<file path="config.mk">
export PLATFORM = sky130hd
export DESIGN_NAME = alarm_unit_flat
export DESIGN_NICKNAME = d
export VERILOG_FILES = /design/src/rtl/alarm_unit_if.sv /design/src/rtl/alarm_unit.sv /design/src/flat_wrapper.sv
export SDC_FILE = /design/constraint.sdc
export NUM_CORES = 1
export LEC_CHECK = 0
export BUFFER_PORTS_ARGS = -buffer_cell sky130_fd_sc_hd__buf_2
export CORE_MARGIN = 4
export CORE_UTILIZATION = 45
export CTS_CLUSTER_SIZE = 16
export DETAILED_ROUTE_END_ITERATION = 10
export GPL_ROUTABILITY_DRIVEN = 0
export GPL_TIMING_DRIVEN = 0
export HOLD_SLACK_MARGIN = 0.08
export SLEW_MARGIN = 10
export SYNTH_ARGS = -nofsm -noshare
export SYNTH_HDL_FRONTEND = slang
export SYNTH_SLANG_ARGS = --single-unit
</file>
<file path="constraint.sdc">
create_clock -name clk -period 3.35 [get_ports clk]
set_clock_uncertainty 0.15 [all_clocks]
set_input_delay 0.1675 -clock clk [delete_from_list [all_inputs] [get_ports clk]]
set_output_delay 0.1675 -clock clk [all_outputs]
set_load 0.05 [all_outputs]
</file>
<file path="src/rtl/alarm_unit_if.sv">
// Alarm unit signal bundle: current time and user controls in, stored alarm
// time, buzzer and FSM state out. The slave modport is the alarm unit side.
interface alarm_unit_if;
    logic [3:0] hours_tens;
    logic [3:0] hours_ones;
    logic [3:0] minutes_tens;
    logic [3:0] minutes_ones;
    logic       alarm_en;
    logic       set_mode;
    logic       inc_hour;
    logic       inc_min;
    logic       stop;
    logic       snooze;
    logic [3:0] al_ht;
    logic [3:0] al_ho;
    logic [3:0] al_mt;
    logic [3:0] al_mo;
    logic       buzz;
    logic [1:0] state;

    modport master (
        output hours_tens, hours_ones, minutes_tens, minutes_ones,
        output alarm_en, set_mode, inc_hour, inc_min, stop, snooze,
        input  al_ht, al_ho, al_mt, al_mo, buzz, state
    );

    modport slave (
        input  hours_tens, hours_ones, minutes_tens, minutes_ones,
        input  alarm_en, set_mode, inc_hour, inc_min, stop, snooze,
        output al_ht, al_ho, al_mt, al_mo, buzz, state
    );
endinterface

</file>
<file path="src/rtl/alarm_unit.sv">
// Alarm unit: stores an editable BCD alarm time, rings when the current time
// first matches it, supports stop, snooze (counted in minute changes) and a
// ring timeout. Optional macro ALARM_BLINK_EN makes the buzzer blink with a
// BLINK_HALF-cycle half period while ringing; without it buzz is steady.
module alarm_unit #(
    parameter int unsigned     DEFAULT_HOUR = 6,
    parameter longint unsigned RING_CYCLES  = 64'd50_000_000 * 64'd60,
    parameter int unsigned     SNOOZE_MIN   = 5,
    parameter int unsigned     BLINK_HALF   = 25_000_000
) (
    input  logic         clk,
    input  logic         rst,
    alarm_unit_if.slave  bus
);

    localparam logic [1:0] S_IDLE    = 2'd0;
    localparam logic [1:0] S_ARMED   = 2'd1;
    localparam logic [1:0] S_RINGING = 2'd2;
    localparam logic [1:0] S_SNOOZE  = 2'd3;

    localparam int unsigned RT_W = (RING_CYCLES > 64'd1) ? $clog2(RING_CYCLES) : 1;
    localparam int unsigned SC_W = $clog2(SNOOZE_MIN + 1);

    localparam logic [RT_W-1:0] RT_LAST = RT_W'(RING_CYCLES - 64'd1);
    localparam logic [3:0]      DEF_HT  = 4'(DEFAULT_HOUR / 10);
    localparam logic [3:0]      DEF_HO  = 4'(DEFAULT_HOUR % 10);

    // Parameter sanity checks at elaboration time
    if (DEFAULT_HOUR > 23) begin : g_bad_hour
        $error("DEFAULT_HOUR must be 0..23");
    end
    if (SNOOZE_MIN < 1 || SNOOZE_MIN > 15) begin : g_bad_snooze
        $error("SNOOZE_MIN must be 1..15");
    end
    if (RING_CYCLES < 64'd1) begin : g_bad_ring
        $error("RING_CYCLES must be >= 1");
    end
    if (BLINK_HALF < 1) begin : g_bad_blink
        $error("BLINK_HALF must be >= 1");
    end

    logic [3:0]      r_al_ht, r_al_ho, r_al_mt, r_al_mo;
    logic [1:0]      r_state;
    logic            r_buzz;
    logic [RT_W-1:0] r_ring_tmr;
    logic [SC_W-1:0] r_snz_cnt;
    logic            r_match_q;
    logic [3:0]      r_min_prev;
    logic            w_match;
    logic            w_trigger;
    logic            w_minute_evt;

`ifdef ALARM_BLINK_EN
    localparam int unsigned      BC_W    = (BLINK_HALF > 1) ? $clog2(BLINK_HALF) : 1;
    localparam logic [BC_W-1:0]  BC_LAST = BC_W'(BLINK_HALF - 1);
    logic [BC_W-1:0] r_blink_cnt;
`endif

    assign w_match = (bus.hours_tens   == r_al_ht) && (bus.hours_ones   == r_al_ho) &&
                     (bus.minutes_tens == r_al_mt) && (bus.minutes_ones == r_al_mo);
    assign w_trigger    = w_match & ~r_match_q;
    assign w_minute_evt = (bus.minutes_ones != r_min_prev);

    assign bus.al_ht = r_al_ht;
    assign bus.al_ho = r_al_ho;
    assign bus.al_mt = r_al_mt;
    assign bus.al_mo = r_al_mo;
    assign bus.buzz  = r_buzz;
    assign bus.state = r_state;

    // Edge detection history: previous match and previous minute units digit
    always_ff @(posedge clk or posedge rst) begin
        if (rst) begin
            r_match_q  <= 1'b0;
            r_min_prev <= '0;
        end else begin
            r_match_q  <= w_match;
            r_min_prev <= bus.minutes_ones;
        end
    end

    // Alarm time storage and BCD editing while in set mode
    always_ff @(posedge clk or posedge rst) begin
        if (rst) begin
            r_al_ht <= DEF_HT;
            r_al_ho <= DEF_HO;
            r_al_mt <= '0;
            r_al_mo <= '0;
        end else if (bus.set_mode) begin
            if (bus.inc_min) begin
                if (r_al_mo == 4'd9) begin
                    r_al_mo <= '0;
                    r_al_mt <= (r_al_mt == 4'd5) ? '0 : r_al_mt + 4'd1;
                end else begin
                    r_al_mo <= r_al_mo + 4'd1;
                end
            end
            if (bus.inc_hour) begin
                if (r_al_ht == 4'd2 && r_al_ho == 4'd3) begin
                    r_al_ht <= '0;
                    r_al_ho <= '0;
                end else if (r_al_ho == 4'd9) begin
                    r_al_ht <= r_al_ht + 4'd1;
                    r_al_ho <= '0;
                end else begin
                    r_al_ho <= r_al_ho + 4'd1;
                end
            end
        end
    end

    // Alarm FSM with ring timer, snooze counter and registered buzzer
    always_ff @(posedge clk or posedge rst) begin
        if (rst) begin
            r_state    <= S_IDLE;
            r_buzz     <= 1'b0;
            r_ring_tmr <= '0;
            r_snz_cnt  <= '0;
`ifdef ALARM_BLINK_EN
            r_blink_cnt <= '0;
`endif
        end else if (!bus.alarm_en || bus.set_mode) begin
            r_state <= S_IDLE;
            r_buzz  <= 1'b0;
        end else begin
            case (r_state)
                S_IDLE: begin
                    r_state <= S_ARMED;
                end
                S_ARMED: begin
                    if (w_trigger) begin
                        r_state    <= S_RINGING;
                        r_ring_tmr <= '0;
                        r_buzz     <= 1'b1;
`ifdef ALARM_BLINK_EN
                        r_blink_cnt <= '0;
`endif
                    end
                end
                S_RINGING: begin
                    if (bus.stop) begin
                        r_state <= S_ARMED;
                        r_buzz  <= 1'b0;
                    end else if (bus.snooze) begin
                        r_state   <= S_SNOOZE;
                        r_snz_cnt <= SC_W'(SNOOZE_MIN);
                        r_buzz    <= 1'b0;
                    end else if (r_ring_tmr == RT_LAST) begin
                        r_state <= S_ARMED;
                        r_buzz  <= 1'b0;
                    end else begin
                        r_ring_tmr <= r_ring_tmr + RT_W'(1);
`ifdef ALARM_BLINK_EN
                        if (r_blink_cnt == BC_LAST) begin
                            r_blink_cnt <= '0;
                            r_buzz      <= ~r_buzz;
                        end else begin
                            r_blink_cnt <= r_blink_cnt + BC_W'(1);
                        end
`endif
                    end
                end
                default: begin
                    if (bus.stop) begin
                        r_state <= S_ARMED;
                    end else if (w_minute_evt) begin
                        r_snz_cnt <= r_snz_cnt - SC_W'(1);
                        if (r_snz_cnt == SC_W'(1)) begin
                            r_state    <= S_RINGING;
                            r_ring_tmr <= '0;
                            r_buzz     <= 1'b1;
`ifdef ALARM_BLINK_EN
                            r_blink_cnt <= '0;
`endif
                        end
                    end
                end
            endcase
        end
    end

endmodule

</file>
<file path="src/flat_wrapper.sv">
// flat-port wrapper written by rule: the top's interface ports become plain ports
module alarm_unit_flat 
#(
    parameter int unsigned     DEFAULT_HOUR = 6,
    parameter longint unsigned RING_CYCLES  = 64'd50_000_000 * 64'd60,
    parameter int unsigned     SNOOZE_MIN   = 5,
    parameter int unsigned     BLINK_HALF   = 25_000_000
)
  (clk, rst, bus_hours_tens, bus_hours_ones, bus_minutes_tens, bus_minutes_ones, bus_alarm_en, bus_set_mode, bus_inc_hour, bus_inc_min, bus_stop, bus_snooze, bus_al_ht, bus_al_ho, bus_al_mt, bus_al_mo, bus_buzz, bus_state);
  alarm_unit_if bus_i ();
  input  logic clk;
  input  logic rst;
  input wire logic [$bits(bus_i.hours_tens)-1:0] bus_hours_tens;
  input wire logic [$bits(bus_i.hours_ones)-1:0] bus_hours_ones;
  input wire logic [$bits(bus_i.minutes_tens)-1:0] bus_minutes_tens;
  input wire logic [$bits(bus_i.minutes_ones)-1:0] bus_minutes_ones;
  input wire logic [$bits(bus_i.alarm_en)-1:0] bus_alarm_en;
  input wire logic [$bits(bus_i.set_mode)-1:0] bus_set_mode;
  input wire logic [$bits(bus_i.inc_hour)-1:0] bus_inc_hour;
  input wire logic [$bits(bus_i.inc_min)-1:0] bus_inc_min;
  input wire logic [$bits(bus_i.stop)-1:0] bus_stop;
  input wire logic [$bits(bus_i.snooze)-1:0] bus_snooze;
  output wire logic [$bits(bus_i.al_ht)-1:0] bus_al_ht;
  output wire logic [$bits(bus_i.al_ho)-1:0] bus_al_ho;
  output wire logic [$bits(bus_i.al_mt)-1:0] bus_al_mt;
  output wire logic [$bits(bus_i.al_mo)-1:0] bus_al_mo;
  output wire logic [$bits(bus_i.buzz)-1:0] bus_buzz;
  output wire logic [$bits(bus_i.state)-1:0] bus_state;
  assign bus_i.hours_tens = bus_hours_tens;
  assign bus_i.hours_ones = bus_hours_ones;
  assign bus_i.minutes_tens = bus_minutes_tens;
  assign bus_i.minutes_ones = bus_minutes_ones;
  assign bus_i.alarm_en = bus_alarm_en;
  assign bus_i.set_mode = bus_set_mode;
  assign bus_i.inc_hour = bus_inc_hour;
  assign bus_i.inc_min = bus_inc_min;
  assign bus_i.stop = bus_stop;
  assign bus_i.snooze = bus_snooze;
  assign bus_al_ht = bus_i.al_ht;
  assign bus_al_ho = bus_i.al_ho;
  assign bus_al_mt = bus_i.al_mt;
  assign bus_al_mo = bus_i.al_mo;
  assign bus_buzz = bus_i.buzz;
  assign bus_state = bus_i.state;
  alarm_unit #(.DEFAULT_HOUR(DEFAULT_HOUR), .RING_CYCLES(RING_CYCLES), .SNOOZE_MIN(SNOOZE_MIN), .BLINK_HALF(BLINK_HALF)) u_core (.clk(clk), .rst(rst), .bus(bus_i));
endmodule
</file>
==> metrics.txt <==
clock share of power=24.2%; Clock transition at path regs=70 ps; Fill cells=741; DPL Wire Length=6.95 mm; FF-to-FF End=u_core.r_ring_tmr[30]$_DFFE_PP0P_; Die Y=98.6 um; Comb pwr share=35.7%; Post-synth top flop=dfrtp_1; YS warnings=0; fin nets=491; post-route clock period utilization=93.0%; Mapped Cells=388; IO buf count=42; reg2reg setup slack=240 ps; # DRC=0; critical setup path kind=reg2reg; multi-input logic area=2100 um2; DR pass1 iterations=5; Std-Cell Rows=32; R2R Path Start=u_core.r_ring_tmr[0]$_DFFE_PP0P_; most frequent cells in the layout=dfrtp_1 (57), buf_2 (47), o31ai_1 (36); clk_lat worst skew=350 ps; synth unique cells=59; vias in the first global route=3,270; ys async rst share=100%; final setup TNS=0 ps; CP startpoint kind=register; HP Class=in2reg; All-Layer GR Usage=21.2%; # diodes=0; LEAKAGE=0.00177 uW; Synth Net Count=423; FF+latch area=1480 um2; Slew HR=39.9%; wire length of the first global-routing pass=16.6 mm; final wirelength=10.0 mm; switching power=1060 uW; pin count of the biggest net entering global routing=60; Hold Crit Depth=4; endpoints failing setup=0; Final min period=3110 ps; status=finished clean; Arr. time, crit path=3180 ps; final design utilization=55.7%; VDD IR max=0.532 mV; CTS Buf Count=9; die area=9720 um2; antenna viol nets, final=0; initial antenna violation count=0; maximum clock path buffer count=2; min-delay src=bus_alarm_en; core area=7850 um2; CTS tree=done; Initial Utilization=47.1%; final hold violation count=0; chip width=98.6 um; commonest non-fill, non-tap cell in the layout=dfrtp_1; Int Power=1470 uW; syn_area_per_cell=9.52 um2; WL/cell=17.8 um; vias per cell=6.06; Post-synth EDFFs=0; area grow syn2layout=18.3%; CTS Sinks=59; # IOs=43; Sw Share=42.0%; PwrDens=580 nW/um2; Sequential Power Share=40.0%; Synth Cell Area=3690 um2; Pins Over Slew Limit=0; R2R depth=9; CP endpoint kind=register; Hold Path End=u_core.bus.state[1]$_DFFE_PP0P_; fmax=321 MHz; DR iter-0 viols=211; register bit total from synthesis=59; Max Cap Violations=0; Worst EP required=3410 ps; RSZ-0062 raised after global routing=false; total grt overflow=0; Seq/Total Area, Yosys=40.0%; H-Tree Level Count=3; vias=3,412; cell at the root of the clock tree=clkbuf_8; Tot Pwr=2530 uW; CP Max Fanout=9; layout cells sized above 1=20.0%; Worst-Margin Slew=879 ps
## layout make-up
type / instances / share of cell area (%)
clock inverter: 4 / 0.572
sequential: 59 / 33.8
buffer: 17 / 1.60
clock buffer: 12 / 3.55
inverter: 17 / 1.52
tap: 102 / 2.92
multi-input combinational: 295 / 47.9
timing repair buffer: 57 / 8.07
## layer usage
| metal | vias up | GRT usage (%) | wire length (um) |
|---|---|---|---|
| met4 | 0 | 6.62 | 134 |
| met2 | 83 | 34.0 | 4710 |
| met1 | 1686 | 28.9 | 4640 |
| met5 | - | 0 | 0 |
| li1 | 1629 | - | - |
| met3 | 14 | 4.53 | 517 |
## stage by stage
stage | cell area [um2] | worst slack [ps] | hold WS, ps | std cells
after floorplan | 3690 | 488 | 48.9 | 388
after detailed placement | 4040 | 86.4 | 179 | 532
final | 4370 | 235 | 257 | 563
after global placement | 4030 | 96.2 | 184 | 532
after CTS | 4340 | 17.5 | 253 | 560
after global routing | 4370 | 21.7 | 307 | 563
## worst max-delay path by stage
| stage | startpoint | to | slack, ps |
|---|---|---|---|
| 6_report | u_core.r_ring_tmr[0]$_DFFE_PP0P_ | u_core.r_ring_tmr[30]$_DFFE_PP0P_ | 240 |
| 5_1_grt | u_core.r_ring_tmr[0]$_DFFE_PP0P_ | u_core.r_ring_tmr[29]$_DFFE_PP0P_ | 20 |
| 4_1_cts | bus_minutes_ones[2] | u_core.r_ring_tmr[13]$_DFFE_PP0P_ | 20 |
| 3_5_place_dp | u_core.r_ring_tmr[0]$_DFFE_PP0P_ | u_core.r_ring_tmr[13]$_DFFE_PP0P_ | 90 |
| 3_3_place_gp | u_core.r_ring_tmr[0]$_DFFE_PP0P_ | u_core.r_ring_tmr[13]$_DFFE_PP0P_ | 100 |
| 2_1_floorplan | u_core.bus.al_ht[1]$_DFFE_PP0P_ | u_core.bus.al_ht[3]$_DFFE_PP0P_ | 490 |
## logic make-up after synthesis
logic type,share of synthesized area [%]
compound gates,24.0
xor+xnor,5.69
fa+ha+maj,3.72
buf+inv,3.62
flops,40.0
mux,0.610
simple gates,22.3
## worst max-delay path, stage by stage, from the launching register on
cell and delay (ps):
dfrtp_1 410, ha_1 210, nand4_1 320, nor4b_2 470, and2_1 180, clkbuf_1 350, a21o_1 180, buf_2 210
nand2b_1 350, o211ai_1 150
## power groups by stage
stage | Sequential (uW) | Combinational [uW] | Clock [uW]
2_1_floorplan | 1240 | 443 | 0
3_3_place_gp | 1020 | 882 | 0
3_5_place_dp | 1030 | 897 | 0
4_1_cts | 1010 | 909 | 624
5_1_grt | 1040 | 1000 | 658
6_report | 1010 | 905 | 614
## cells in the mapped netlist, drive strengths merged, types with 8 or more instances
master	count	area [um2]
a21o	10	75.1
clkbuf	12	45.0
dfrtp	57	1430
ha	11	138
inv	17	63.8
nand2	22	85.1
nand3	21	110
nand4	17	113
nor2	9	33.8
nor3	8	40.0
o21a	11	82.6
o21ai	24	120
o31ai	36	270
o41ai	12	105
xnor2	23	201
## timing repair
action                                  4_1_cts  5_1_grt
hold buffers                                 12        0
hold endpoints to repair                     67        0
buffers inserted                              0        3
gates resized for setup                       0        2
endpoints found under the setup margin        0       20
## state kept, by name (all words and copies together) (netlist names)
| register | flops |
|---|---|
| u_core.bus.al_ho | 4 |
| u_core.bus.al_ht | 4 |
| u_core.bus.al_mo | 4 |
| u_core.bus.al_mt | 4 |
| u_core.bus.buzz | 1 |
| u_core.bus.state | 2 |
| u_core.r_match_q | 1 |
| u_core.r_min_prev | 4 |
| u_core.r_ring_tmr | 32 |
| u_core.r_snz_cnt | 3 |
Power figures use the tool's default switching activity.
